===== config.mk =====
export PLATFORM = sky130hd
export DESIGN_NAME = nibble_table_writer
export DESIGN_NICKNAME = d
export VERILOG_FILES = /design/src/rtl/nibble_table_pkg.sv /design/src/rtl/nibble_table_writer_dec6to64.sv /design/src/rtl/nibble_table_writer.sv
export SDC_FILE = /design/constraint.sdc
export NUM_CORES = 1
export LEC_CHECK = 0
export CORE_ASPECT_RATIO = 2
export CORE_MARGIN = 5
export CORE_UTILIZATION = 40
export DETAILED_ROUTE_END_ITERATION = 8
export GPL_TIMING_DRIVEN = 0
export PLACE_DENSITY_LB_ADDON = 0.3
export RECOVER_POWER = 50
export SYNTH_ARGS = -nofsm -noshare
export SYNTH_HDL_FRONTEND = slang
export SYNTH_SLANG_ARGS = --single-unit

===== constraint.sdc =====
create_clock -name Clk -period 11.3 [get_ports Clk]
set_clock_uncertainty 0.05 [all_clocks]
set_input_delay 2.26 -clock Clk [delete_from_list [all_inputs] [get_ports Clk]]
set_output_delay 2.26 -clock Clk [all_outputs]
set_load 0.01 [all_outputs]

===== src/rtl/nibble_table_pkg.sv =====
// Shared constants, FSM state type and length decode for the nibble table writer.
package nibble_table_pkg;

  localparam int DATA_W  = 4;
  localparam int ADDR_W  = 6;
  localparam int ENTRIES = 1 << ADDR_W;
  // The remaining-count register must be able to hold the full 64 entries.
  localparam int CNT_W   = ADDR_W + 1;

  typedef enum logic [1:0] {
    IDLE  = 2'd0,
    LOAD  = 2'd1,
    CLEAR = 2'd2
  } state_t;

  // A length field of 0 stands for a full-table burst.
  function automatic logic [CNT_W-1:0] decode_len(input logic [ADDR_W-1:0] len);
    decode_len = (len == '0) ? CNT_W'(ENTRIES) : {1'b0, len};
  endfunction

endpackage


===== src/rtl/nibble_table_writer_dec6to64.sv =====
// One-hot write-enable decoder: selects the entry at addr when wr_stb is high.
module Dec6to64
  import nibble_table_pkg::*;
(
  input  logic [ADDR_W-1:0]  addr,
  input  logic               wr_stb,
  output logic [ENTRIES-1:0] wr_en
);

  // Decode the pointer into a single enable, all zero when no write occurs.
  always_comb begin
    wr_en = '0;
    if (wr_stb) begin
      wr_en[addr] = 1'b1;
    end
  end

endmodule


===== src/rtl/nibble_table_writer.sv =====
// 64 x 4-bit table loaded by auto-incrementing, wrapping bursts over a
// valid/ready stream; all entries are presented in parallel on Table.
// Optional zero sweep (Clear port, CLEAR state) when TABLE_CLEAR_EN is defined.
//
// Handshake: a write happens on a rising edge where DinValid and DinReady are
// both high; DinReady is high only in LOAD, and DinValid may drop at any time
// to stall the burst indefinitely without losing the pointer or count.
module nibble_table_writer
  import nibble_table_pkg::*;
(
  input  logic                      Clk,
  input  logic                      Reset,
  input  logic                      Start,
  input  logic [ADDR_W-1:0]         StartAddr,
  input  logic [ADDR_W-1:0]         Len,
  input  logic [DATA_W-1:0]         Din,
  input  logic                      DinValid,
`ifdef TABLE_CLEAR_EN
  input  logic                      Clear,
`endif
  output logic                      DinReady,
  output logic                      Busy,
  output logic                      Done,
  output logic [DATA_W*ENTRIES-1:0] Table,
  output state_t                    DbgState
);

  state_t                    state_q, state_d;
  logic [ADDR_W-1:0]         ptr_q, ptr_d;
  logic [CNT_W-1:0]          cnt_q, cnt_d;
  logic                      done_q, done_d;
  logic                      wr_stb;
  logic [DATA_W-1:0]         wr_data;
  logic [ENTRIES-1:0]        wr_en;
  logic [DATA_W*ENTRIES-1:0] table_q;

  Dec6to64 u_dec (
    .addr   (ptr_q),
    .wr_stb (wr_stb),
    .wr_en  (wr_en)
  );

  // Next-state, pointer/count update and write strobe generation.
  always_comb begin
    state_d = state_q;
    ptr_d   = ptr_q;
    cnt_d   = cnt_q;
    done_d  = 1'b0;
    wr_stb  = 1'b0;
    wr_data = Din;
    case (state_q)
      IDLE: begin
`ifdef TABLE_CLEAR_EN
        // Clear takes priority; a simultaneous Start is dropped.
        if (Clear) begin
          state_d = CLEAR;
          ptr_d   = '0;
          cnt_d   = CNT_W'(ENTRIES);
        end else
`endif
        if (Start) begin
          state_d = LOAD;
          ptr_d   = StartAddr;
          cnt_d   = decode_len(Len);
        end
      end
      LOAD: begin
        if (DinValid) begin
          wr_stb = 1'b1;
          ptr_d  = ptr_q + 1'b1;
          cnt_d  = cnt_q - 1'b1;
          if (cnt_q == CNT_W'(1)) begin
            state_d = IDLE;
            done_d  = 1'b1;
          end
        end
      end
`ifdef TABLE_CLEAR_EN
      CLEAR: begin
        wr_stb  = 1'b1;
        wr_data = '0;
        ptr_d   = ptr_q + 1'b1;
        cnt_d   = cnt_q - 1'b1;
        if (ptr_q == ADDR_W'(ENTRIES - 1)) begin
          state_d = IDLE;
          done_d  = 1'b1;
        end
      end
`endif
      default: state_d = IDLE;
    endcase
  end

  // Control registers; Done is registered so it lands the cycle after the last write.
  always_ff @(posedge Clk or posedge Reset) begin
    if (Reset) begin
      state_q <= IDLE;
      ptr_q   <= '0;
      cnt_q   <= '0;
      done_q  <= 1'b0;
    end else begin
      state_q <= state_d;
      ptr_q   <= ptr_d;
      cnt_q   <= cnt_d;
      done_q  <= done_d;
    end
  end

  // Table storage: only the decoded entry is written, all others hold.
  always_ff @(posedge Clk or posedge Reset) begin
    if (Reset) begin
      table_q <= '0;
    end else begin
      for (int k = 0; k < ENTRIES; k++) begin
        if (wr_en[k]) begin
          table_q[k*DATA_W +: DATA_W] <= wr_data;
        end
      end
    end
  end

  assign DinReady = (state_q == LOAD);
  assign Busy     = (state_q != IDLE);
  assign Done     = done_q;
  assign Table    = table_q;
  assign DbgState = state_q;

endmodule


; Yosys cells after proc, flatten, opt, wreduce, memory -nomap -nowiden
; Index checks and enable logic that the tools add are counted.
; W data, S select, Z words.
[totals]
memories = 0
rom_bits = 0
in_bits = 20
latchBits = 0
regBits = 272
ram_bits = 0
wordCells = 103
[op_classes]
magnitude_cmp = 2
n_eq_ne = 5
mul = 0
muxes = 19
shift = 0
reduce_logical = 7
div_mod_pow = 0
bitwise = 0
n_addsub = 2
[op_table]
columns = op, n
row1 = $mux W64, 1
row2 = $mux W7, 3
row3 = $pmux W7 S2, 1
row4 = $mux W6, 2
row5 = $pmux W6 S2, 1
row6 = $eq A7 B1 Y1 const B, 1
row7 = $lt A6 B7 Y1 const B, 1
row8 = $sub A7 B1 Y7 const B, 1
row9 = $add A6 B1 Y6 const B, 1
row10 = $demux W1 S6, 1
row11 = $ge A6 B1 Y1 const B, 1
row12 = $logic_not A6 Y1, 1
row13 = $mux W1, 6
row14 = $mux W2, 3
row15 = $reduce_and A3 Y1, 2
row16 = $ne A2 B2 Y1 const B, 2
row17 = $pmux W2 S2, 1
row18 = $reduce_bool A2 Y1, 2
row19 = $eq A2 B1 Y1 const B, 1
row20 = $logic_not A2 Y1, 1
row21 = $ne A2 B1 Y1 const B, 1
row22 = $logic_and A1 B1 Y1, 1

; Logic depth before layout (Yosys ltp)
; Gate-level depths: netlist of the first run.
[depth]
word_depth = 5
depth_mapped = 6
ltp_nobuf = 5

; Modules after synthesis
; From an unflattened synthesis of the first run, not the netlist that was laid out.
[hier_totals]
hier_cells = 738
area_unflattened_um2 = 10876.7
[by_module_without_submodules]
columns = module, seq_area_each_um2, n_inst, area_per_inst_um2, cells_each
row1 = nibble_table_writer, 6781.5, 1, 10311.1, 637
row2 = Dec6to64, 0.0, 1, 565.5, 101

; Worst setup path after synthesis of the first run
; OpenSTA, ideal clock, no wires.
[synth_timing]
kind = input-to-reg
startpoint = input DinValid
endpoint = register table_q[40] (netlist: Table[40])
setup_ns = 0.125
required_time_ns = 11.125
slack_ns = 7.465
stages = 6
arrival_ns = 3.661
cell_sequence = buf_2 > nand3b_1 > buf_2 > buf_2 > nor3_1 > mux2_2
[synth_between]
elab_chain_cells = 3
[synth_lines]
columns = item, line
row1 = start: declaration, nibble_table_writer.sv:17  ; input logic DinValid,
row2 = $mux W1, nibble_table_writer.sv:68  ; if (DinValid) begin
row3 = $mux W1, nibble_table_writer.sv:51  ; case (state_q)
row4 = $mux W64, nibble_table_writer_dec6to64.sv:13  ; if (wr_stb) begin
row5 = end signal: indexed assignment, nibble_table_writer.sv:116  ; table_q[k*DATA_W +: DATA_W] <= wr_data;
row6 = end: declaration, nibble_table_writer.sv:35  ; logic [DATA_W*ENTRIES-1:0] table_q;
; No other way between the ends.
; A chain may end at the register's enable or synchronous reset.

==> out/metrics.yaml, run 1 <==
multiInputGateArea_um2: 3830
p_leak_nw: 6.83
arrival_ps: 5680
hold_start: "Table[96]"
synthArstFlopShare_pct: 100
vias_per_cell: 5.08
final_util_pct: 54.7
drt_iter0_markers: 256
ant_nets: 0
slew_headroom_pct: -123
syn2layout_area_growth_pct: 35.0
n_fill_cell: 2379
ir_worst_vdd_mv: 0.162
cts_buffers: 24
yosysTopAreaCellShare_pct: 60.8
cts_hold_buffers: 0
power_density_nw_per_um2: 262
ios: 281
setup_ws_ps: 6180
ys_warn_count: 0
grt_pass1_vias: 7909
yosys.cell_types.count: 40
crit_top_cell: "buf_16"
drv_slew: 74
worst_pin_slew_ps: 3320
fmax_mhz: 195
core_um2: 27500
startpoint_type: "input port"
reg2reg_slack_ps: 8440
yosysTopAreaCell: "dfrtp_1"
critical_path.cell_chain: "dlygate4sd3_1 > clkinvlp_2 > buf_16 > buf_16"
clkSinkCount: 271
cp_slowest_cell: "clkinvlp_2"
startpoint: "Reset"
vias: 7280
tritoncts: "built"
grt_usage_pct: 21.1
rr_worst_depth: 6
min_to: "Table[96]"
syn-cell-area_um2: 11200
yosysMostFrequentCell: "dfrtp_1"
grt_max_degree: 106
die_height_um: 246
cts_resized: 0
register_area_um2: 6780
h-tree-depth: 1
hold_viol_final: 0
reg2reg_to: "Table[220]"
ys_seq_elements: 271
start_util_pct: 40.5
synth_edf_count: 0
hold_depth: 1
post-route-drc-count: 0
ys.flop_type: "dfrtp_1"
top_usage_layer: "met2"
end_kind: "asynchronous set/reset pin"
synth_commonest_cells: "271 x dfrtp_1, 222 x mux2_2, 42 x clkbuf_1"
ys_top_cells_by_area: "dfrtp_1 61%, mux2_2 22%, mux2_4 4.3%"
drive_gt1_share_pct: 26.7
r2r_start: "DbgState[0]"
status: "finished with violations"
gp_congestion: 0.878
crit_fanout: 105
dr.pass1.iters: 4
seq_area_frac_synth_pct: 60.8
grt_pass1_wl_um: 50600
worstPathRequired_ps: 11850
violations: "capacitance limit, slew limit"
cts_setup_buffers: 0
use_met3_pct: 3.91
rows: 86
path_clk_slew_ps: 70
clockBufferDepth: 3
fin_crit_ps: 5120
dp_hpwl_um: 24700
syn_nets: 783
layout.nets: 1085
clk_latency_ps: 530
met2_usage_pct: 41.1
grt_use_met1_pct: 22.1
rsz0062_at_grt: "no"
chipWidth_um: 128
wl_per_cell_um: 23.1
critical_path_class: "input port to asynchronous set/reset pin"
layout_worst_path_cycle_share_pct: 45.4
min_path_type: "flop to flop"
port_buffers: 274
wirelength_um: 33000
antenna_found_initial: 1
dieArea_um2: 31500
slowest_delay_ps: 1880
synthCells: 760
finalSetupViolations: 0
cts_root_buffer: "clkbuf_16"
avgSynthCellArea_um2: 14.7
holdWs_ps: 441
globalRoute.totalOverflow: 0
dpl_worst_slack_ps: 6720
maxCapViolCount: 1
## flip-flops by register name, indices dropped and copies added, names as in the netlist
name and flops:
ptr_q 6, cnt_q 7, Done 1, DbgState 1, Table 256
## routing by layer
layer,share of wire (%),vias up
met1,34,3725
met3,5.1,51
met2,58,212
li1,-,3292
met5,0,-
met4,3.4,0
## through the flow
| step | instances | TNS [ps] | instance area, um2 | power (W) |
|---|---|---|---|---|
| finish | 1433 | 0 | 15100 | 0.00394 |
| global route | 1433 | 0 | 15100 | 0.00415 |
| CTS | 1432 | 0 | 15300 | 0.00407 |
| detailed placement | 1388 | 0 | 14400 | 0.00317 |
| global placement | 1386 | -506600 | 14300 | 0.00313 |
| floorplan | 760 | 0 | 11200 | 0.00222 |
## worst max-delay path by stage
stage          slack [ps]          end
3_3_place_gp        -1890    Table[95]
3_5_place_dp         6720    Table[27]
4_1_cts              7290    Table[27]
5_1_grt              5610   Table[223]
6_report             6180   Table[222]
2_1_floorplan        1520  DbgState[0]
## cell type report
| cell class | instances | share of cell area, % |
|---|---|---|
| flip-flops and latches | 271 | 45.0 |
| multi-input cells | 407 | 25.5 |
| repair buffers | 276 | 18.6 |
| clock buffers | 34 | 4.78 |
| well taps | 352 | 2.92 |
| plain buffers | 75 | 2.17 |
| clock inverters | 10 | 0.880 |
| inverters | 7 | 0.183 |
| diodes | 1 | 0.0166 |
## layout by cell type (no fill, tap or decap), types with 3 or more instances in the layout
| cell type | count |
|---|---|
| mux2_4 | 8 |
| buf_4 | 3 |
| a211oi_1 | 5 |
| mux2i_1 | 4 |
| clkbuf_8 | 6 |
| or3b_1 | 3 |
| dfrtp_1 | 271 |
| dlygate4sd3_1 | 49 |
| nor3_1 | 51 |
| clkinvlp_4 | 3 |
| buf_1 | 4 |
| bufinv_16 | 3 |
| mux2_1 | 29 |
| ha_1 | 3 |
| clkbuf_16 | 25 |
| clkinv_2 | 4 |
| nand2_1 | 11 |
| buf_2 | 9 |
| nor2b_1 | 5 |
| o21ai_0 | 7 |
| or3_1 | 5 |
| clkdlybuf4s50_1 | 225 |
| nor2_1 | 6 |
| clkbuf_1 | 59 |
| mux2_2 | 219 |
| inv_1 | 6 |
| buf_6 | 3 |
| a21oi_1 | 7 |
| or4_1 | 16 |
| nand3b_1 | 5 |
## power by group
| group | switching [W] | internal (W) |
|---|---|---|
| Combinational | 0.000664 | 0.000864 |
| Clock | 0.000369 | 0.000513 |
| Sequential | 0.000209 | 0.00132 |
| Total | 0.00124 | 0.00270 |
## logic make-up after synthesis
kind of cell             Yosys count  synth area share [%]
other                              1                0.0336
adder cells (fa/ha/maj)            3                 0.336
multiplexers                     260                  27.3
AO/OA/AOI/OAI                     25                  1.42
flip-flops                       271                  60.8
XOR/XNOR                           4                 0.314
buffers and inverters             82                  3.32
AND/OR/NAND/NOR                  114                  6.56
## critical path, delay by kind of cell
kind	cells	cell delay, ps
buf+inv	4	3170
No activity file was read; power rests on OpenSTA's default activity.
==> inputs of run 2 (changes only) <==
Clock period 11.3 ns to 4.8 ns, I/O delays scaled along.
==> run 2 against run 1 <==
Net effect:
- die area stayed put
- largest cell class unchanged
- power is 130% higher
- sequential cell count stayed put
- the run still ends with capacitance limit, slew limit left
- wire length hardly changed
- via count is 0.33% lower
- design area is 0.53% higher
- non-clock buffer count is 5 higher
- sequential power is 140% higher
==> out/metrics.yaml, run 2 (synthesized netlist as in run 1, its figures left out) <==
status: "finished with violations"
violations: "capacitance limit, slew limit"
cts_setup_buffers: 0  # unchanged
pwr-share-comb_pct: 39.5  # +0.8 points
reg2reg_slack_ps: 1690  # -6750 ps
vias: 7256  # -0.33%
reg2reg_to: "Table[26]"
cts_buffers: 25  # +4.2%
worstSetupEndpoint: "Table[243]"
p_clk_share_pct: 21.3  # -1.1 points
end_kind: "asynchronous set/reset pin"
dr_wl_met3_um: 1560  # -7.5%
post-route-drc-count: 0  # unchanged
drive_gt1_share_pct: 28.2  # +1.6 points
die_height_um: 246  # unchanged
globalRoute.totalOverflow: 0  # unchanged
r2r_start: "DbgState[0]"
gp_congestion: 0.857  # -2.4%
sequentialPowerShare_pct: 39.2  # +0.3 points
worst_pin_slew_ps: 2210  # -1110 ps
dr.pass1.iters: 4  # unchanged
crit_fanout: 40  # -62%
wl_met2_um: 18700  # -1.6%
final_cells: 1436  # +0.21%
maxCapViolCount: 1  # unchanged
antenna_found_initial: 0  # -1
hold_viol_final: 0  # unchanged
ant_nets: 0  # unchanged
grt_usage_pct: 21.3  # +0.20 points
placed_area_um2: 14500  # +0.56%
startpoint: "Reset"
slew_headroom_pct: -47.2  # +75 points
clockBufferDepth: 3  # unchanged
p_leak_nw: 6.79  # -0.54%
total_power_w: 0.00922  # +130%
layout_commonest_cell: "dfrtp_1"
wirelength_um: 33000  # about the same
grt_pass1_vias: 8016  # +1.4%
tritoncts: "built"
chipWidth_um: 128  # unchanged
n_fill_cell: 2448  # +2.9%
intPower_w: 0.00630  # +130%
rows: 86  # unchanged
grt_max_degree: 45  # -58%
final_util_pct: 55.0  # +0.29 points
largest_reg_flops: 256  # unchanged
syn2layout_area_growth_pct: 35.7
dp_hpwl_um: 25200  # +1.8%
vias_per_cell: 5.05  # -0.54%
layout_worst_path_cycle_share_pct: 70.0
rr_worst_depth: 6  # unchanged
dp_cells: 1393  # +0.36%
dieArea_um2: 31500  # unchanged
arrival_ps: 3500  # -2180 ps
clkSinkCount: 271  # unchanged
startpoint_type: "input port"
layout.nets: 1091  # +0.55%
fin_crit_ps: 3360
cts_root_buffer: "clkbuf_16"
m1WireLength_um: 11500  # +2.4%
holdWs_ps: 447  # +5.92 ps
hold_depth: 1  # unchanged
fmax_mhz: 298
ir_worst_vdd_mv: 0.333  # +110%
port_buffers: 274  # unchanged
clk_latency_ps: 520  # about the same
cts_resized: 0  # unchanged
start_util_pct: 40.5  # unchanged
rsz0062_at_grt: "no"
final_cell_mix: "271 x dfrtp_1, 250 x clkdlybuf4s50_1, 221 x mux2_2"
path_clk_slew_ps: 60  # about the same
insertedDiodeCount: 0  # -1
swShare_pct: 31.6  # +0.15 points
switchingPower_w: 0.00292  # +130%
core_um2: 27500  # unchanged
grt_pass1_wl_um: 51200  # +1.1%
min_path_type: "flop to flop"
drv_slew: 39  # -47%
worstPathRequired_ps: 4930  # -6920 ps
power_density_nw_per_um2: 609  # +130%
cts_hold_buffers: 0  # unchanged
dr.max_layer_used: "met4"
finalSetupViolations: 0  # unchanged
h-tree-depth: 1  # unchanged
critical_path_class: "input port to asynchronous set/reset pin"
drt_iter0_markers: 240  # -6.3%
ios: 281  # unchanged
design_area_um2: 15100  # +0.53%
wl_per_cell_um: 23.0  # -0.31%
## run 2: cell count changes in the layout (fill, tap and decap cells not counted), sizes merged, moves of 2 or more
cell | before | now
bufinv | 3 | 1
buf | 21 | 26
dlygate4sd3 | 49 | 24
clkdlybuf4s50 | 225 | 250
clkinvlp | 4 | 2
## run 2: critical path: stages
cell	delay (ps)
dlygate4sd3_1	550
clkinvlp_2	110
buf_12	240
clkbuf_1	1610
## run 2: metal layers
layer / global-route usage (%) / vias to the layer above
li1: - / 3293
met1: 23.1 / 3703
met2: 40.4 / 207
met3: 3.71 / 53
met4: 8.06 / 0
met5: 0 / -
## run 2: worst min path at each step
stage	start	endpoint	slack [ps]
floorplan	cnt_q[6]	Done	400
global placement	Table[96]	Table[96]	430
detailed placement	Table[97]	Table[97]	440
CTS	Table[97]	Table[97]	450
global route	Table[205]	Table[205]	470
finish	Table[134]	Table[134]	450
## run 2: power groups by stage
stage          Sequential (W)  Clock (W)  Combinational [W]
2_1_floorplan         0.00394          0            0.00129
3_3_place_gp          0.00362          0            0.00375
3_5_place_dp          0.00366          0            0.00381
4_1_cts               0.00363    0.00202            0.00383
5_1_grt               0.00372    0.00212            0.00390
6_report              0.00361    0.00197            0.00364
## run 2: through the flow
stage          TNS (ps)  setup WS, ps
6_report              0          1440
5_1_grt               0           938
4_1_cts               0          1980
3_5_place_dp          0          1450
3_3_place_gp    -464170         -1760
2_1_floorplan         0           209
## run 2: final cells by class
cell class | count | area [um2] | share of cell area [%]
flip-flops and latches | 271 | 6780 | 44.8
plain buffers | 75 | 328 | 2.16
repair buffers | 281 | 2870 | 18.9
multi-input cells | 407 | 3890 | 25.7
clock inverters | 8 | 71.3 | 0.471
inverters | 7 | 27.5 | 0.182
clock buffers | 35 | 733 | 4.84
well taps | 352 | 440 | 2.91
